File: src/rtl/led_seq_ctrl.sv
// Mode-cycling LED pattern sequencer with a debounced pushbutton.
// Optional SCAN mode is built when LED_SEQ_SCAN_EN is defined.
module led_seq_ctrl #(
  parameter int DIV       = 1_200_000,
  parameter int DB_CYCLES = 120_000
) (
  input  logic       clk,
  input  logic       nrst,
  input  logic       nbtn,
  output logic [7:0] nled,
  output logic [1:0] mode
);

  localparam int PW = $clog2(DIV);
  localparam int DW = $clog2(DB_CYCLES);

  localparam logic [1:0] M_BLINK = 2'd0;
  localparam logic [1:0] M_RUN   = 2'd1;
  localparam logic [1:0] M_SCAN  = 2'd2;
  localparam logic [1:0] M_COUNT = 2'd3;

  localparam logic [PW-1:0] PRE_LAST = PW'(DIV - 1);
  localparam logic [DW-1:0] DB_LAST  = DW'(DB_CYCLES - 1);

  logic          r_s1;
  logic          r_s2;
  logic          r_db;
  logic [DW-1:0] r_dbcnt;
  logic [PW-1:0] r_pres;
  logic [7:0]    r_led;
  logic [1:0]    r_mode;

  logic          w_db_hit;
  logic          w_press;
  logic          w_strobe;
  logic [1:0]    w_mode_nx;
  logic [7:0]    w_init;
  logic [7:0]    w_step;

  assign nled = ~r_led;
  assign mode = r_mode;

  assign w_db_hit = (r_s2 != r_db) && (r_dbcnt == DB_LAST);
  assign w_press  = w_db_hit && !r_s2;
  assign w_strobe = (r_pres == PRE_LAST);

  always_ff @(posedge clk or negedge nrst) begin
    if (!nrst) begin
      r_s1    <= 1'b1;
      r_s2    <= 1'b1;
      r_db    <= 1'b1;
      r_dbcnt <= '0;
    end else begin
      r_s1 <= nbtn;
      r_s2 <= r_s1;
      if (r_s2 == r_db) begin
        r_dbcnt <= '0;
      end else if (w_db_hit) begin
        r_db    <= r_s2;
        r_dbcnt <= '0;
      end else begin
        r_dbcnt <= r_dbcnt + 1'b1;
      end
    end
  end

  always_comb begin
    w_mode_nx = M_RUN;
`ifdef LED_SEQ_SCAN_EN
    w_mode_nx = r_mode + 2'd1;
`else
    // SCAN is skipped: RUN jumps straight to COUNT
    unique case (r_mode)
      M_BLINK: w_mode_nx = M_RUN;
      M_RUN:   w_mode_nx = M_COUNT;
      default: w_mode_nx = M_BLINK;
    endcase
`endif
  end

  always_comb begin
    w_init = 8'h01;
    unique case (w_mode_nx)
      M_BLINK: w_init = 8'hFF;
      M_COUNT: w_init = 8'h00;
      default: w_init = 8'h01;
    endcase
  end

`ifdef LED_SEQ_SCAN_EN
  logic r_up;
  logic w_up_nx;
`endif

  always_comb begin
    w_step = r_led;
`ifdef LED_SEQ_SCAN_EN
    w_up_nx = r_up;
`endif
    unique case (r_mode)
      M_BLINK: w_step = ~r_led;
      M_RUN:   w_step = {r_led[6:0], r_led[7]};
`ifdef LED_SEQ_SCAN_EN
      M_SCAN: begin
        if (r_up) begin
          w_step = r_led << 1;
          if (w_step == 8'h80) w_up_nx = 1'b0;
        end else begin
          w_step = r_led >> 1;
          if (w_step == 8'h01) w_up_nx = 1'b1;
        end
      end
`endif
      M_COUNT: w_step = r_led + 8'd1;
      default: w_step = r_led;
    endcase
  end

  // a press outranks a step landing on the same edge
  always_ff @(posedge clk or negedge nrst) begin
    if (!nrst) begin
      r_mode <= M_RUN;
      r_led  <= 8'h01;
      r_pres <= '0;
    end else if (w_press) begin
      r_mode <= w_mode_nx;
      r_led  <= w_init;
      r_pres <= '0;
    end else begin
      r_pres <= w_strobe ? '0 : r_pres + 1'b1;
      if (w_strobe) r_led <= w_step;
    end
  end

`ifdef LED_SEQ_SCAN_EN
  always_ff @(posedge clk or negedge nrst) begin
    if (!nrst) begin
      r_up <= 1'b1;
    end else if (w_press) begin
      r_up <= 1'b1;
    end else if (w_strobe) begin
      r_up <= w_up_nx;
    end
  end
`endif

endmodule
File: config.mk
export PLATFORM = sky130hd
export DESIGN_NAME = led_seq_ctrl
export DESIGN_NICKNAME = d
export VERILOG_FILES = /design/src/rtl/led_seq_ctrl.sv
export SDC_FILE = /design/constraint.sdc
export NUM_CORES = 1
export LEC_CHECK = 0
export CAP_MARGIN = 15
export CORE_AREA = 2 2 82 84
export DETAILED_ROUTE_END_ITERATION = 12
export DIE_AREA = 0 0 84 86
export DONT_BUFFER_PORTS = 1
export GPL_ROUTABILITY_DRIVEN = 0
export SETUP_SLACK_MARGIN = 0.4
export SYNTH_ARGS = -nofsm -noshare
export SYNTH_HDL_FRONTEND = slang
export SYNTH_SLANG_ARGS = --single-unit
File: constraint.sdc
create_clock -name clk -period 5.5 [get_ports clk]
set_input_delay 0.825 -clock clk [delete_from_list [all_inputs] [get_ports clk]]
set_output_delay 0.825 -clock clk [all_outputs]
set_load 0.05 [all_outputs]
Yosys cells after proc, flatten, opt, wreduce, memory -nomap -nowiden
Index checks and enable logic that the tools add are counted.

storage, ports and cells
  bits in writable memories = 0
  word-level logic and storage cells = 37
  bits in registers = 51
  memories = 0
  ROM bits = 0
  bits of input ports = 3
  output and inout port bits = 10
  latch bits = 0

operators by class
  divide/modulo/power cells = 0
  $lt $le $gt $ge = 0
  reductions and logical operators = 9
  add/subtract/negate cells = 3
  shift operators = 0
  bitwise logic cells = 2
  equal/unequal tests = 7
  mux-type cells = 9
  multipliers = 0

operators by type and width
  operator                                                                count
  21-bit two-way mux                                                      2
  17-bit two-way mux                                                      2
  8-bit one-hot mux with 3 select lines                                   1
  21-bit by 1-bit adder with 21-bit output (second input constant)        1
  21-bit equality test (second input constant)                            1
  17-bit by 1-bit adder with 17-bit output (second input constant)        1
  17-bit equality test (second input constant)                            1
  8-bit two-way mux                                                       2
  8-bit one-hot mux with 2 select lines                                   1
  8-bit by 1-bit adder with 8-bit output (second input constant)          1
  8-bit inverter                                                          1
  2-bit equality test (second input constant)                             2
  2-bit zero test                                                         2
  2-bit one-hot mux with 2 select lines                                   1
  2-bit AND reduction                                                     2
  4-bit nonzero test                                                      1
  2-bit by 1-bit equality test with 1-bit output (second input constant)  1
  1-bit logical AND                                                       2
  2-bit nonzero test                                                      1
  1-bit equality test                                                     1
  1-bit zero test                                                         1
  1-bit inequality test                                                   1
  1-bit inverter                                                          1

Depth between registers and ports, before layout
  depth after elaboration = 5
  depth in mapped cells = 8
  mapped depth without buffers = 6

Worst setup path before layout
No wires, ideal clock.

  kind = register -> register
  start point = register r_dbcnt[0]
  end point = register r_led[3]
  period minus slack after synthesis = 1,878 ps
  stages on the path, launching flop included = 8
  setup time = 121 ps
  slack = 3,622 ps
  buffers on the path = 2
  arrival time = 1,757 ps
  data required time = 5,379 ps
  cells stage by stage = dfrtp_1 ha_1 and4_1 buf_4 nand2_2 or4_4 buf_6 o22a_1

between the ends
  word-level cells in the longest chain between the ends = 5
  elaborated cells between the ends (all ways) = 7
  classes of those cells = eq/ne: 1; mux: 1; reduce/logical: 5

RTL lines
  element                                                                           line  text
  start: declaration                                                                28    logic [DW-1:0] r_dbcnt;
  start signal: assignment                                                          62    r_dbcnt <= r_dbcnt + 1'b1;
  17-bit equality test *                                                            43    assign w_db_hit = (r_s2 != r_db) && (r_dbcnt == DB_LAST);
  1-bit logical AND *                                                               43
  1-bit logical AND *                                                               44    assign w_press = w_db_hit && !r_s2;
  4-bit nonzero test (no source line) / 2-bit nonzero test (equally long branches)  --
  2-bit AND reduction (no source line)                                              --
  end signal: assignment                                                            127   r_led <= w_init;
  end signal: assignment                                                            131   if (w_strobe) r_led <= w_step;
  end: declaration                                                                  30    logic [7:0] r_led;

Mark *: on every way between the ends. The rest lies on a longest branch, timed or not.
A chain may end at the register's enable or synchronous reset.

Final worst setup path
  start point = register r_dbcnt[0]
  end point = register r_pres[3]

between the ends
  word-level cells in the longest chain between the ends = 4

RTL lines
  element                 line  text
  17-bit equality test    43
  1-bit logical AND       43
  1-bit logical AND       44
  21-bit two-way mux      125   end else if (w_press) begin
  end signal: assignment  130   r_pres <= w_strobe ? '0 : r_pres + 1'b1;
  end: declaration        29    logic [PW-1:0] r_pres;

No other way between the ends.

==> flow_summary.json <==
{
  "drt_pass1_iterations": 4,
  "fin_skew_ns": 0.0129,
  "layout_commonest_cell": "dfrtp_1",
  "syn_avg_cell_area_um2": 9.37,
  "post_cts_resized": 0,
  "ys.flop_type": "dfrtp_1",
  "grt_overflow": 0,
  "die_height_um": 86,
  "std_cell_rows": 29,
  "yosysUniqueCellTypes": 51,
  "syn_area_um2": 2790,
  "max_cap_viol_count": 0,
  "cts_root_buf": "clkbuf_8",
  "htreeDepth": 2,
  "numCtsBuffers": 5,
  "criticalPathCategory": "reg2reg",
  "synth_nets": 304,
  "most-common-layout-cells": "46 x dfrtp_1, 40 x nor2_1, 24 x nand2_1, 22 x xor2_1, 20 x nand3_1",
  "antenna_left": 0,
  "hold_violations": 0,
  "whs_ns": 0.204,
  "fill_cells": 597,
  "antenna_found_initial": 0,
  "p_sw_mw": 0.130,
  "comb_power_share": 0.008,
  "synth_cells": 298,
  "hold_class": "in2async",
  "drtIter0Drc": 172,
  "antenna_cells": 0,
  "die_w_um": 84,
  "switching_share": 0.187,
  "viasPerCell": 5.70,
  "tightestPinTransition_ns": 0.718,
  "crit_required_ns": 5.67,
  "power_mw": 0.692,
  "dp.cells": 363,
  "wirelength_um": 5550,
  "synth-seq-cells": 51,
  "seqPwrFrac": 0.549,
  "p_int_mw": 0.562,
  "maxSlewViolCount": 0,
  "p_clk_frac": 0.443,
  "finalSetupViolCount": 0,
  "cts.hold.buffers_added": 0,
  "status": "finished clean",
  "worst_setup_path_start_kind": "flip-flop",
  "drc_errors": 0,
  "finalWorstSetupSlack_ns": 3.39,
  "cts_setup_buffers": 0,
  "critPathSlowestCell": "dfrtp_1",
  "powerDensity_nw_per_um2": 231,
  "core_um2": 6280,
  "vias": 2121,
  "slew_headroom": 0.517,
  "grt_pass1_vias": 2049,
  "io_pins": 13,
  "max_stage_delay_ns": 0.39,
  "place_ws_ns": 3.21,
  "initial_core_util": 0.445,
  "rsz0062_at_grt": "false",
  "finalCriticalPeriod_ns": 2.11,
  "fin_crit_sh": 0.384,
  "tns_ns": 0,
  "total_leakage_power_nw": 1.22,
  "synthArstFlopShare": 1.00,
  "wl_per_cell_um": 14.9,
  "critPathMaxFanout": 19,
  "yosysSeqAreaShare": 0.459,
  "worst_ep_arrival_time_ns": 2.28,
  "fin_cells": 372,
  "path_cells": "ha_1 > and4_1 > nand4_1 > or2_2 > nand2_2 > nor2_1",
  "grt_max_degree": 52,
  "drive_gt1_frac": 0.0814,
  "stdcell_area_um2": 2990,
  "grt.total_usage": 0.165,
  "synth_enable_flop_cells": 0,
  "postLayoutCoreUtil": 0.476,
  "ir_drop_mv": 0.120,
  "max_freq_mhz": 474,
  "dieArea_um2": 7220,
  "grt_pass1_wl_um": 9750,
  "placed_area_um2": 2830,
  "cts_max_path_buffers": 2,
  "dp_hpwl_um": 3800,
  "ys_warn_count": 0,
  "port_buffers": 0,
  "clk_latency_ns": 0.30,
  "layout.nets": 300,
  "cp-end-kind": "flip-flop",
  "clock_sinks": 51,
  "clk_pin_slew_ns": 0.09,
  "area_delta_synth_final_pct": 6.99,
  "cts_tree": "done"
}
[layer usage]
metal	GRT usage	wire (um)	part of all wire
met5	0	0	0
met4	0.0352	16	0.0029
met3	0.0337	154	0.028
met2	0.275	2580	0.46
met1	0.224	2800	0.50
[cells by family (layout without fill, tap and decap cells)]
| group | count (synthesis) | after routing | synth area share |
|---|---|---|---|
| AND/OR/NAND/NOR | 137 | 137 | 0.271 |
| multiplexers | 3 | 3 | 0.0112 |
| buffers and inverters | 23 | 20 | 0.0367 |
| adder cells (fa/ha/maj) | 3 | 3 | 0.0134 |
| flip-flops | 51 | 51 | 0.459 |
| XOR/XNOR | 30 | 30 | 0.0941 |
| AO/OA/AOI/OAI | 51 | 51 | 0.114 |
[cell type report]
type | instances | area, um2 | area share
Clock buffer | 6 | 72.6 | 0.0243
Clock inverter | 2 | 60.1 | 0.0201
Inverter | 11 | 41.3 | 0.0138
Multi-Input combinational cell | 224 | 1410 | 0.471
Sequential cell | 51 | 1280 | 0.429
Tap cell | 77 | 96.3 | 0.0322
Timing Repair Buffer | 1 | 27.5 | 0.00921
[final timing paths]
check,from,end,cells past startpoint,slack (ns)
min in group clk,r_s1$_DFF_PN1_,r_s2$_DFF_PN1_,0,0.36
max,r_dbcnt[0]$_DFF_PN0_,r_pres[3]$_DFF_PN0_,6,3.39
min reg2reg,r_s1$_DFF_PN1_,r_s2$_DFF_PN1_,0,0.36
min,nrst,r_pres[9]$_DFF_PN0_,0,0.20
max reg2reg,r_dbcnt[0]$_DFF_PN0_,r_pres[3]$_DFF_PN0_,6,3.39
max in group asynchronous,nrst,r_s2$_DFF_PN1_,0,5.10
[critical path: cells and delay by family (launching register included)]
family        cells  cell delay [ns]
simple gates      5             1.38
flops             1             0.39
fa+ha+maj         1             0.21
[cells in the mapped netlist (4+ instances only)]
| cell type | instances | share of area |
|---|---|---|
| and4_1 | 8 | 0.025 |
| nor2_1 | 40 | 0.054 |
| a21oi_1 | 16 | 0.029 |
| dfstp_2 | 5 | 0.047 |
| nand2_1 | 24 | 0.032 |
| or3_1 | 6 | 0.013 |
| xor2_1 | 22 | 0.069 |
| dfrtp_1 | 46 | 0.41 |
| nand4_1 | 11 | 0.025 |
| o21ai_0 | 13 | 0.023 |
| inv_1 | 11 | 0.015 |
| o22ai_1 | 4 | 0.0090 |
| nand3_1 | 20 | 0.036 |
| xnor2_1 | 8 | 0.025 |
| clkbuf_1 | 7 | 0.0094 |
| and3_1 | 8 | 0.018 |
[state kept, by name (all words and copies together), names as in the netlist]
name	count
mode	2
r_dbcnt	17
r_led	8
r_pres	21
r_s2	1
r_db	1
r_s1	1
[power by group through the flow]
| stage | registers (mW) | clock network (mW) | logic, mW |
|---|---|---|---|
| finish | 0.380 | 0.306 | 0.00556 |
| global route | 0.381 | 0.328 | 0.00648 |
| CTS | 0.380 | 0.316 | 0.00570 |
| detailed placement | 0.387 | 0 | 0.00557 |
| global placement | 0.387 | 0 | 0.00583 |
| floorplan | 0.387 | 0 | 0.00435 |
Power figures use the tool's default switching activity.
